<file path="config.mk">
export PLATFORM = sky130hd
export DESIGN_NAME = rot_amount_detector
export DESIGN_NICKNAME = d
export VERILOG_FILES = /design/src/rtl/rot_det_pkg.sv /design/src/rtl/rot_amount_fold.sv /design/src/rtl/rot_amount_detector.sv
export SDC_FILE = /design/constraint.sdc
export NUM_CORES = 1
export LEC_CHECK = 0
export ABC_AREA = 1
export CORE_ASPECT_RATIO = 0.75
export CORE_MARGIN = 3
export CORE_UTILIZATION = 51
export DETAILED_ROUTE_END_ITERATION = 6
export GPL_TIMING_DRIVEN = 0
export PLACE_DENSITY = 0.85
export SETUP_SLACK_MARGIN = 0.3
export SLEW_MARGIN = 0
export SYNTH_ARGS = -nofsm -noshare
export SYNTH_HDL_FRONTEND = slang
export SYNTH_HIERARCHICAL = 1
export SYNTH_SLANG_ARGS = --single-unit
</file>
<file path="constraint.sdc">
create_clock -name clk -period 1.41 [get_ports clk]
set_input_delay 0.282 -clock clk [delete_from_list [all_inputs] [get_ports clk]]
set_output_delay 0.282 -clock clk [all_outputs]
set_load 0.02 [all_outputs]
</file>
<file path="src/rtl/rot_det_pkg.sv">
// Shared definitions for the rotation-amount detector: state encoding,
// direction constants and default geometry.
package rot_det_pkg;

    localparam int DEF_WIDTH = 8;
    localparam int DEF_KW    = 4;

    typedef enum logic [1:0] {
        IDLE   = 2'd0,
        SEARCH = 2'd1,
        DONE   = 2'd2
    } state_t;

    localparam logic DIR_LEFT  = 1'b1;
    localparam logic DIR_RIGHT = 1'b0;

endpackage

</file>
<file path="src/rtl/rot_amount_fold.sv">
// Folds a left-rotation count m (0..WIDTH-1) into the shortest (k, dir) pair;
// a tie at WIDTH/2 resolves to left, and "not found" maps to k=0, dir=left.
module rot_amount_fold
    import rot_det_pkg::*;
#(
    parameter int WIDTH = DEF_WIDTH,
    parameter int MW    = $clog2(DEF_WIDTH) + 1,
    parameter int KW    = DEF_KW
) (
    input  logic [MW-1:0] i_m,
    input  logic          i_found,
    output logic [KW-1:0] o_k,
    output logic          o_dir
);

    logic [KW-1:0] w_m_ext;

    assign w_m_ext = KW'(i_m);

    // NOTE: both outputs get a default before any branch so no latch is inferred.
    always_comb begin
        o_k   = '0;
        o_dir = DIR_LEFT;
        if (i_found) begin
            if (w_m_ext <= KW'(WIDTH / 2)) begin
                o_k   = w_m_ext;
                o_dir = DIR_LEFT;
            end else begin
                o_k   = KW'(WIDTH) - w_m_ext;
                o_dir = DIR_RIGHT;
            end
        end
    end

endmodule

</file>
<file path="src/rtl/rot_amount_detector.sv">
// Iterative search for the minimal rotation mapping ref_in onto tgt_in.
// Define ROT_DET_EARLY_EXIT_EN to leave SEARCH on the first match.
module rot_amount_detector
    import rot_det_pkg::*;
#(
    parameter int WIDTH = DEF_WIDTH,
    parameter int KW    = DEF_KW
) (
    input  logic             clk,
    input  logic             rst,
    input  logic             in_valid,
    output logic             in_ready,
    input  logic [WIDTH-1:0] ref_in,
    input  logic [WIDTH-1:0] tgt_in,
    output logic             res_valid,
    input  logic             res_ready,
    output logic             found,
    output logic [KW-1:0]    k,
    output logic             dir
);

    localparam int            CW   = $clog2(WIDTH) + 1;
    localparam logic [CW-1:0] LAST = CW'(WIDTH - 1);

    state_t           r_state;
    state_t           w_next_state;
    logic [WIDTH-1:0] r_cur;
    logic [WIDTH-1:0] r_tgt;
    logic [CW-1:0]    r_cnt;
    logic [CW-1:0]    r_m;
    logic             r_found;

    logic w_accept;
    logic w_match;
    logic w_last;
    logic w_exit;

    assign w_accept = in_valid && in_ready;
    assign w_match  = (r_cur == r_tgt) && !r_found;
    assign w_last   = (r_cnt == LAST);

`ifdef ROT_DET_EARLY_EXIT_EN
    assign w_exit = w_match || w_last;
`else
    assign w_exit = w_last;
`endif

    // NOTE: sequential state uses non-blocking assignments so every flop samples pre-edge values.
    always_ff @(posedge clk or posedge rst) begin
        if (rst) begin
            r_state <= IDLE;
        end else begin
            r_state <= w_next_state;
        end
    end

    always_comb begin
        w_next_state = r_state;
        in_ready     = 1'b0;
        res_valid    = 1'b0;
        case (r_state)
            IDLE: begin
                in_ready = 1'b1;
                if (w_accept) w_next_state = SEARCH;
            end
            SEARCH: begin
                if (w_exit) w_next_state = DONE;
            end
            DONE: begin
                res_valid = 1'b1;
                if (res_ready) w_next_state = IDLE;
            end
            default: w_next_state = IDLE;
        endcase
    end

    // The counter advances every SEARCH cycle, so the full sweep is exactly
    // WIDTH compares; once r_found is set, later matches are masked off.
    always_ff @(posedge clk or posedge rst) begin
        if (rst) begin
            r_cur   <= '0;
            r_tgt   <= '0;
            r_cnt   <= '0;
            r_m     <= '0;
            r_found <= 1'b0;
        end else begin
            case (r_state)
                IDLE: begin
                    if (w_accept) begin
                        r_cur   <= ref_in;
                        r_tgt   <= tgt_in;
                        r_cnt   <= '0;
                        r_m     <= '0;
                        r_found <= 1'b0;
                    end
                end
                SEARCH: begin
                    if (w_match) begin
                        r_m     <= r_cnt;
                        r_found <= 1'b1;
                    end
                    r_cur <= {r_cur[WIDTH-2:0], r_cur[WIDTH-1]};
                    r_cnt <= r_cnt + CW'(1);
                end
                default: ;
            endcase
        end
    end

    rot_amount_fold #(
        .WIDTH (WIDTH),
        .MW    (CW),
        .KW    (KW)
    ) u_fold (
        .i_m     (r_m),
        .i_found (r_found),
        .o_k     (k),
        .o_dir   (dir)
    );

    assign found = r_found;

endmodule
</file>
==> results.md, run 1 <==
- Die W: 67.04 um
- Register bit count reported by yosys: 27
- H-tree levels: 1
- Post-synthesis async set-or-reset flop share: between 90% and 100%
- IO Port Bufs: 27
- Clock Sinks: 27
- Root Driver: clkbuf_8
- WEP type: top-level output
- Failing step: global routing (5_1_grt)
- Boundary Pins: 28
- Cell Area, Synth: about 1400 sq um
- GP Congestion: between 0.8 and 0.9
- Log Error: [ERROR DPL-0038] Utilization greater than 100%, impossible to legalize
- Syn_nets: roughly 180
- Starting density of the core: 57.53%
- CTS Buf Count: 3
- DP Worst Slack: -0.4592 ns
- Yosys warns: 6
- Largest net degree at the start of global routing: 28
- GRT worst endpoint: k[1]
- Rows: 15
- Register area share after synthesis: about 47%
- HPWL after DPL: between 2 and 3 mm
- Syn avg cell area: between 9 and 10 sq um
- Max clock buf depth: 2
- Run status: aborted with a tool error
- Die Span Y: approximately 52 um
- Top FF cell, synth: dfrtp_1
- Post-synth EDFFs: 0
- Post-Syn Instances: between 150 and 200
- Yosys cell types: 24
- # placed instances: roughly 220
-- stage by stage --
step | utilization, % | cell area (sq um) | setup TNS [ns]
2_1_floorplan | - | 1520 | 0
3_3_place_gp | 73.99 | 1833 | -3.495
3_5_place_dp | 73.99 | 1833 | -5.462
4_1_cts | 92.27 | 2286 | -0.6382
-- cell families after synthesis --
logic type,synth area share (%)
simple gates,19.84
flops,47.41
compound gates,10.10
buf+inv,8.604
xor+xnor,4.916
mux,7.375
fa+ha+maj,1.756
-- Yosys cell counts (2+ instances only) --
cell type / instances / area [sq um]
nand2_1: 32 / 120.1
xnor2_1: 4 / 35.03
ha_1: 2 / 25.02
o22ai_1: 5 / 31.28
xor2_1: 4 / 35.03
o21ai_0: 8 / 40.04
nor2_2: 3 / 18.77
o211ai_1: 2 / 15.01
nor2_1: 10 / 37.54
inv_1: 21 / 78.83
dfrtp_1: 27 / 675.7
mux2_4: 7 / 105.1
nand2_2: 3 / 18.77
a21oi_1: 8 / 40.04
nand3_1: 10 / 50.05
nand3_2: 2 / 20.02
-- timing repair --
action,in CTS
buffers inserted,16
cloned,4
pin swaps,10
hold buffers,0
endpoints found under the setup margin,61
resized for setup,108
==> inputs of run 2 (changes only) <==
--- a/config.mk
+++ b/config.mk
@@ -6,13 +6,11 @@
 export NUM_CORES = 1
 export LEC_CHECK = 0
 export ABC_AREA = 1
-export CORE_ASPECT_RATIO = 0.75
-export CORE_MARGIN = 3
-export CORE_UTILIZATION = 51
+export CORE_AREA = 3 3 64 66
 export DETAILED_ROUTE_END_ITERATION = 6
+export DIE_AREA = 0 0 67 69
 export GPL_TIMING_DRIVEN = 0
-export PLACE_DENSITY = 0.85
-export SETUP_SLACK_MARGIN = 0.3
+export PLACE_DENSITY_LB_ADDON = 0.15
 export SLEW_MARGIN = 0
 export SYNTH_ARGS = -nofsm -noshare
 export SYNTH_HDL_FRONTEND = slang
==> results.md, run 2 <==
- Global-route wire length before repair: 5.050 mm
- Most frequent cells in the layout: nand2_1, dfrtp_1, clkdlybuf4s50_1, inv_1, nand3_1
- Leak: between 0.9 and 1 nW
- Drt pass-1 iters: 4
- Top FF cell, synth: dfrtp_1
- Reg-to-reg endpoint: r_cur[0]
- Post-Syn Instances: around 160
- Data arrival time of the critical path: about 1.3 ns
- Fin worst setup slack: -0.2148 ns
- Root Driver: clkbuf_8
- CP most frequent cell: buf_6
- Commonest non-fill, non-tap cell in the layout: nand2_1
- Synth Area in Simple Gates: about a fifth
- Starting density of the core: slightly below 40%
- Slew Viols, Final: 0
- Top cells by area, synth: dfrtp_1, nand2_1, mux2_4
- Fin. Hold Viols: 0
- Clock Sinks: 27
- GRT overflow: 0
- Initial antenna violation count: 0
- Post-synth top area share: between 40% and 50%
- Max VDD drop: 805.3 uV
- Final period utilization: 115.2%
- Dpl cell area: between 1500 and 2000 sq um
- CTS tree: yes
- Post-synthesis async set-or-reset flop share: between 90% and 100%
- Failing checks: setup timing
- Post-synth top cells: nand2_1, dfrtp_1, inv_1, nand3_1, nor2_1
- Xor and xnor fraction of the mapped netlist area: roughly 4.9%
- Largest registers: r_cur (8), r_tgt (8)
- Crit-path slowest cell: dfrtp_1
- Cells on worst reg2reg path: 6
- Layout cells sized above 1: 26.56%
- Max incr delay on CP: around 0.41 ns
- TNS Setup: -0.9120 ns
- Critical Path Start Type: flip-flop
- Power per cell area: around 1800 nW/um^2
- Syn_nets: roughly 180
- Worst slew pin tran: between 0.5 and 0.6 ns
- H-tree levels: 1
- Vias per cell: between 4 and 5
- Fillers: ~370
- Worst Skew: 0.001791 ns
- Clock transition at path regs: about 0.09 ns
- HPWL after DPL: around 2.1 mm
- Post-synthesis mux area share: about 7.4%
- Worst skew pair latency: roughly 0.27 ns
- Met3 wire length: about 110 um
- Reg2Reg Setup Slack: approximately 0.090 ns
- Via Count: approximately 1100
- Hold crit path type: in2async
- Top-count cell post-synth: nand2_1
- Max-Cap Viols: 0
- R2r startpoint: r_state[0]
- Met2 WL: approximately 1.6 mm
- Register area share after synthesis: roughly 47%
- DRT Wirelength: between 2 and 3 mm
- Die Span Y: 69 um
- CTS Buf Count: 3
- Adder-cell share of the synthesized area: under 10%
- DP Worst Slack: -0.4649 ns
- Largest family of logic cells by synthesized area: simple AND/OR/NAND/NOR gates
- Cell Area, Synth: ~1400 sq um
- Multi-input gate area: 665.6 sq um
- Reg area: ~680 sq um
- Boundary Pins: 28
- Syn avg cell area: 9.135 sq um
- Routed Antenna Nets: 0
- Yosys warns: 6
- Die W: 67 um
- Tot GR Track Use: around 14%
- Number of remaining DRC errors: 0
- IO Port Bufs: 27
- Top routing layer in use: met4
- Worst-path cell chain: buf_4 -> buf_6 -> nor2_2 -> nand2_1 -> and3_4 -> buf_6
- Core area: about 3600 sq um
- Post-synth EDFFs: 0
- WL/cell: 12.48 um
- M1 WL: 1.285 mm
- Post-layout power: around 3.4 mW
- 1st-iter DRT viols: 30
- F_max: between 0.6 and 0.7 GHz
- Largest area contributor in the netlist: dfrtp_1
- Die ar.: ~4600 sq um
- Critical path peak fanout: 2
- Hold-fix buffers, CTS: 0
- Syn-to-layout area delta: 32.13%
- Critical Path RT: 1.13 ns
- Slew HR: 61.36%
- Rows: 22
- # diodes: 0
- Post-synthesis compound-gate area fraction: 10.10%
- Hold WS: 0.4216 ns
- Max clock buf depth: 2
- # setup viols final: 5
- Fin crit period: 1.625 ns
- Crit. End Element: output pin
- Run status: finished with violations
- Largest net degree at the start of global routing: 28
- Crit Path Class: reg2out
- Design area: between 1500 and 2000 sq um
- GP Congestion: approximately 0.74
- Register bit count reported by yosys: 27
- Fin nets: approximately 220
- Number of global-route vias before repair: around 1200
- RSZ-0062 raised after global routing: yes
- Yosys cell types: 24
[run 2: worst max-delay path, delay by kind of cell, from the launching register on]
| kind | cells | cell delay [ns] |
|---|---|---|
| buffers and inverters | 3 | 0.37 |
| DFF | 1 | 0.41 |
| and+or+nand+nor | 3 | 0.29 |
[run 2: worst max path at each step]
stage / from / to / depth (start not counted)
floorplan: r_state[0] / r_tgt[1] / 4
global placement: r_m[0] / k[1] / 8
detailed placement: r_m[0] / k[1] / 8
CTS: r_m[0] / k[1] / 8
global route: r_m[0] / k[1] / 8
finish: r_m[0] / k[3] / 6
[run 2: cell type report]
class / count / share of cell area (%)
Buffer: 3 / 2.259
Timing Repair Buffer: 32 / 16.08
Inverter: 22 / 4.718
Sequential cell: 27 / 36.01
Tap cell: 48 / 3.189
Clock buffer: 4 / 2.392
Multi-Input combinational cell: 104 / 35.35
[run 2: routing by layer]
metal  vias to the layer above  track usage (%)
met4                         0            4.054
met1                       542            17.26
met3                         5            1.954
met5                         -                0
met2                        22            23.69
li1                        575                -
[run 2: kinds of logic after synthesis]
logic type | count (synthesis)
xor gates and xnor gates | 8
muxes | 7
buffers and inverters | 25
DFF | 27
adders and majority gates | 2
AOI/OAI and AO/OA | 25
and+or+nand+nor | 62
[run 2: what timing repair did]
item | 4_1_cts | 5_1_grt
setup buffers | 3 | 2
endpoints found under the setup margin | 8 | 15
hold endpoints to repair | 0 | 0
pin swaps | 1 | 5
resized for setup | 40 | 19
[run 2: where the power goes]
group	switching, mW	internal (mW)
Clock	0.234	0.202
Combinational	0.884	0.750
Sequential	0.276	1.10
Total	1.39	2.05
[run 2: stage by stage]
stage | util (%) | cells
floorplan | - | 156
global placement | 48.31 | 231
detailed placement | 48.31 | 231
CTS | 49.86 | 238
global route | 51.83 | 240
finish | 51.83 | 240
No activity file was read; power rests on OpenSTA's default activity.
==> inputs of run 3 (changes only) <==
--- a/config.mk
+++ b/config.mk
@@ -10,9 +10,8 @@
 export DETAILED_ROUTE_END_ITERATION = 6
 export DIE_AREA = 0 0 67 69
 export GPL_TIMING_DRIVEN = 0
-export PLACE_DENSITY_LB_ADDON = 0.15
+export PLACE_DENSITY_LB_ADDON = 0.25
 export SLEW_MARGIN = 0
 export SYNTH_ARGS = -nofsm -noshare
 export SYNTH_HDL_FRONTEND = slang
-export SYNTH_HIERARCHICAL = 1
 export SYNTH_SLANG_ARGS = --single-unit
==> results.md, run 3 <==
- Final period utilization: 116.7%
- Critical Path Start Type: flip-flop
- # diodes: 0
- Top FF cell, synth: dfrtp_1
- Crit Path Class: reg2out
- Syn_nets: between 200 and 250
- TNS Setup: -0.7907 ns
- Worst slew pin tran: roughly 0.59 ns
- Syn-to-layout area delta: 32.31%
- Grt met3 use: between 2 and 3%
- Hold crit path type: in2async
- RSZ-0062 raised after global routing: yes
- Largest registers: r_cur (8), r_tgt (8)
- Power per cell area: 2047 nW/um^2
- GP Congestion: 0.8178
- Cells on worst reg2reg path: 7
- F_max: approximately 0.61 GHz
- 1st-iter DRT viols: 40
- GRT overflow: 0
- Crit. End Element: output pin
- R2r startpoint: r_state[1]
- # setup viols final: 4
- Routed Antenna Nets: 0
- Run status: finished with violations
- Die ar.: 4623 sq um
- Design area: roughly 1800 sq um
- Post-synth EDFFs: 0
- GR Util met1: a little under a fifth
- Cell Count, Final, Fillers Out: around 270
- Drt pass-1 iters: 4
- Tot GR Track Use: 13.80%
- # placed instances: about 260
- Grt met2 use: about a fifth
- Top-count cell post-synth: nand2_1
- Initial antenna violation count: 0
- Fin worst setup slack: -0.2354 ns
- Worst skew pair latency: around 0.28 ns
- Post-synth top cells: nand2_1, inv_1, dfrtp_1, nor2_1
- IO Port Bufs: 27
- Via Count: between 1000 and 1500
- Vias per cell: 4.644
- Slew HR: between 60 and 70%
- Fin. Hold Viols: 0
- Post-synth top area share: between 40% and 50%
- Data arrival time of the critical path: between 1 and 1.5 ns
- Post-synthesis async set-or-reset flop share: 100.0%
- Largest net degree at the start of global routing: 28
- Critical path peak fanout: 2
- DRT Wirelength: approximately 3 mm
- Leak: 0.9152 nW
- Die Span Y: about 69 um
- Top cells by area, synth: dfrtp_1, nand2_1, inv_1
- Die W: 67 um
- CTS tree: yes
- Slew Viols, Final: 0
- WL/cell: about 11 um
- CTS Buf Count: 3
- Number of global-route vias before repair: 1107
- Clock Sinks: 27
- Starting density of the core: 38.15%
- Multi-input gate area: 610.6 sq um
- Dpl cell area: 1739 sq um
- Rows: 22
- Number of remaining DRC errors: 0
- Critical Path RT: 1.13 ns
- Register bit count reported by yosys: 27
- H-tree levels: 1
- Max clock buf depth: 2
- Failing checks: setup timing
- Layer carrying the most global-route usage: met2
- Cell Area, Synth: between 1000 and 1500 sq um
- Hold-fix buffers, CTS: 0
- Post-layout power: ~3.8 mW
- Worst Skew: between 0.0015 and 0.002 ns
- Core area: between 3000 and 4000 sq um
- Fillers: roughly 380
- Clock transition at path regs: 0.09 ns
- Syn avg cell area: 7.534 sq um
- CP startpoint: r_m[1]
- Layout cells sized above 1: between 10% and 20%
- Yosys warns: 0
- Root Driver: clkbuf_8
- Largest area contributor in the netlist: dfrtp_1
- Reg2Reg Setup Slack: 0.13 ns
- Commonest non-fill, non-tap cell in the layout: nand2_1
- Fin crit period: 1.645 ns
- Reg-to-reg endpoint: r_m[0]
- Most frequent cells in the layout: nand2_1, inv_1, dfrtp_1, clkdlybuf4s50_1, nor2_1
- Max-Cap Viols: 0
- Register area share after synthesis: between 40% and 50%
- Global-route wire length before repair: between 4 and 5 mm
- Post-Syn Instances: 184
- Yosys cell types: 21
- Fin nets: around 240
- Boundary Pins: 28
- Reg area: 676.9 sq um
- HPWL after DPL: between 2 and 2.5 mm
- Max VDD drop: about 820 uV
## run 3: cells by family after synthesis
group | share of synthesized area, %
AO/OA/AOI/OAI | 13.63
AND/OR/NAND/NOR | 24.10
flip-flops | 48.74
XOR/XNOR | 0.6319
buffers and inverters | 11.10
adder cells (fa/ha/maj) | 1.805
## run 3: how the worst max path moves through the flow
stage	end	slack [ns]	depth (start not counted)
2_1_floorplan	k[2]	-0.01	4
3_3_place_gp	k[1]	-0.53	7
3_5_place_dp	k[1]	-0.54	7
4_1_cts	k[1]	-0.27	7
5_1_grt	k[1]	-0.34	7
6_report	k[2]	-0.24	6
## run 3: layout make-up
cell class	count	area share, %
flip-flops and latches	27	36.90
multi-input cells	118	33.29
repair buffers	31	15.42
inverters	35	7.367
well taps	48	3.274
clock buffers	3	2.251
plain buffers	4	1.228
clock inverters	1	0.2729
## run 3: through the flow
step,setup slack (ns),hold WS [ns],util (%)
3_5_place_dp,-0.5359,0.5218,47.87
2_1_floorplan,-0.01061,0.3347,-
4_1_cts,-0.2678,0.5390,49.86
6_report,-0.2354,0.4134,50.48
5_1_grt,-0.3423,0.4654,50.48
3_3_place_gp,-0.5318,0.5145,47.87
## run 3: timing repair
item                                    CTS  global route
endpoints found under the setup margin    8            20
setup buffers                             4             0
gates resized for setup                  39             7
pin swaps                                 6             4
## run 3: power breakdown
group / internal [mW] / switching, mW / total (mW)
clock: 0.199 / 0.252 / 0.450
combinational: 0.763 / 1.14 / 1.90
sequential: 1.15 / 0.257 / 1.40
total: 2.11 / 1.64 / 3.75
## run 3: per-layer routing
layer / part of all wire, % / wire length, um
met3: 3.8 / 117
met4: 1.4 / 44
met5: 0 / 0
met2: 48 / 1453
met1: 47 / 1424
## run 3: critical path, stage by stage, from the launching register on
cell and delay, ns:
dfrtp_1 0.37, inv_2 0.06, ha_4 0.16, nor2_1 0.08
nor2_1 0.05, nor3_1 0.18, buf_2 0.19
==> inputs of run 4 (changes only) <==
--- a/config.mk
+++ b/config.mk
@@ -10,6 +10,7 @@
 export DETAILED_ROUTE_END_ITERATION = 6
 export DIE_AREA = 0 0 67 69
 export GPL_TIMING_DRIVEN = 0
+export HOLD_SLACK_MARGIN = 0.15
 export PLACE_DENSITY_LB_ADDON = 0.25
 export SLEW_MARGIN = 0
 export SYNTH_ARGS = -nofsm -noshare
==> results of run 4 <==
The final DEF is identical to that of run 3; final timing and power are the same.
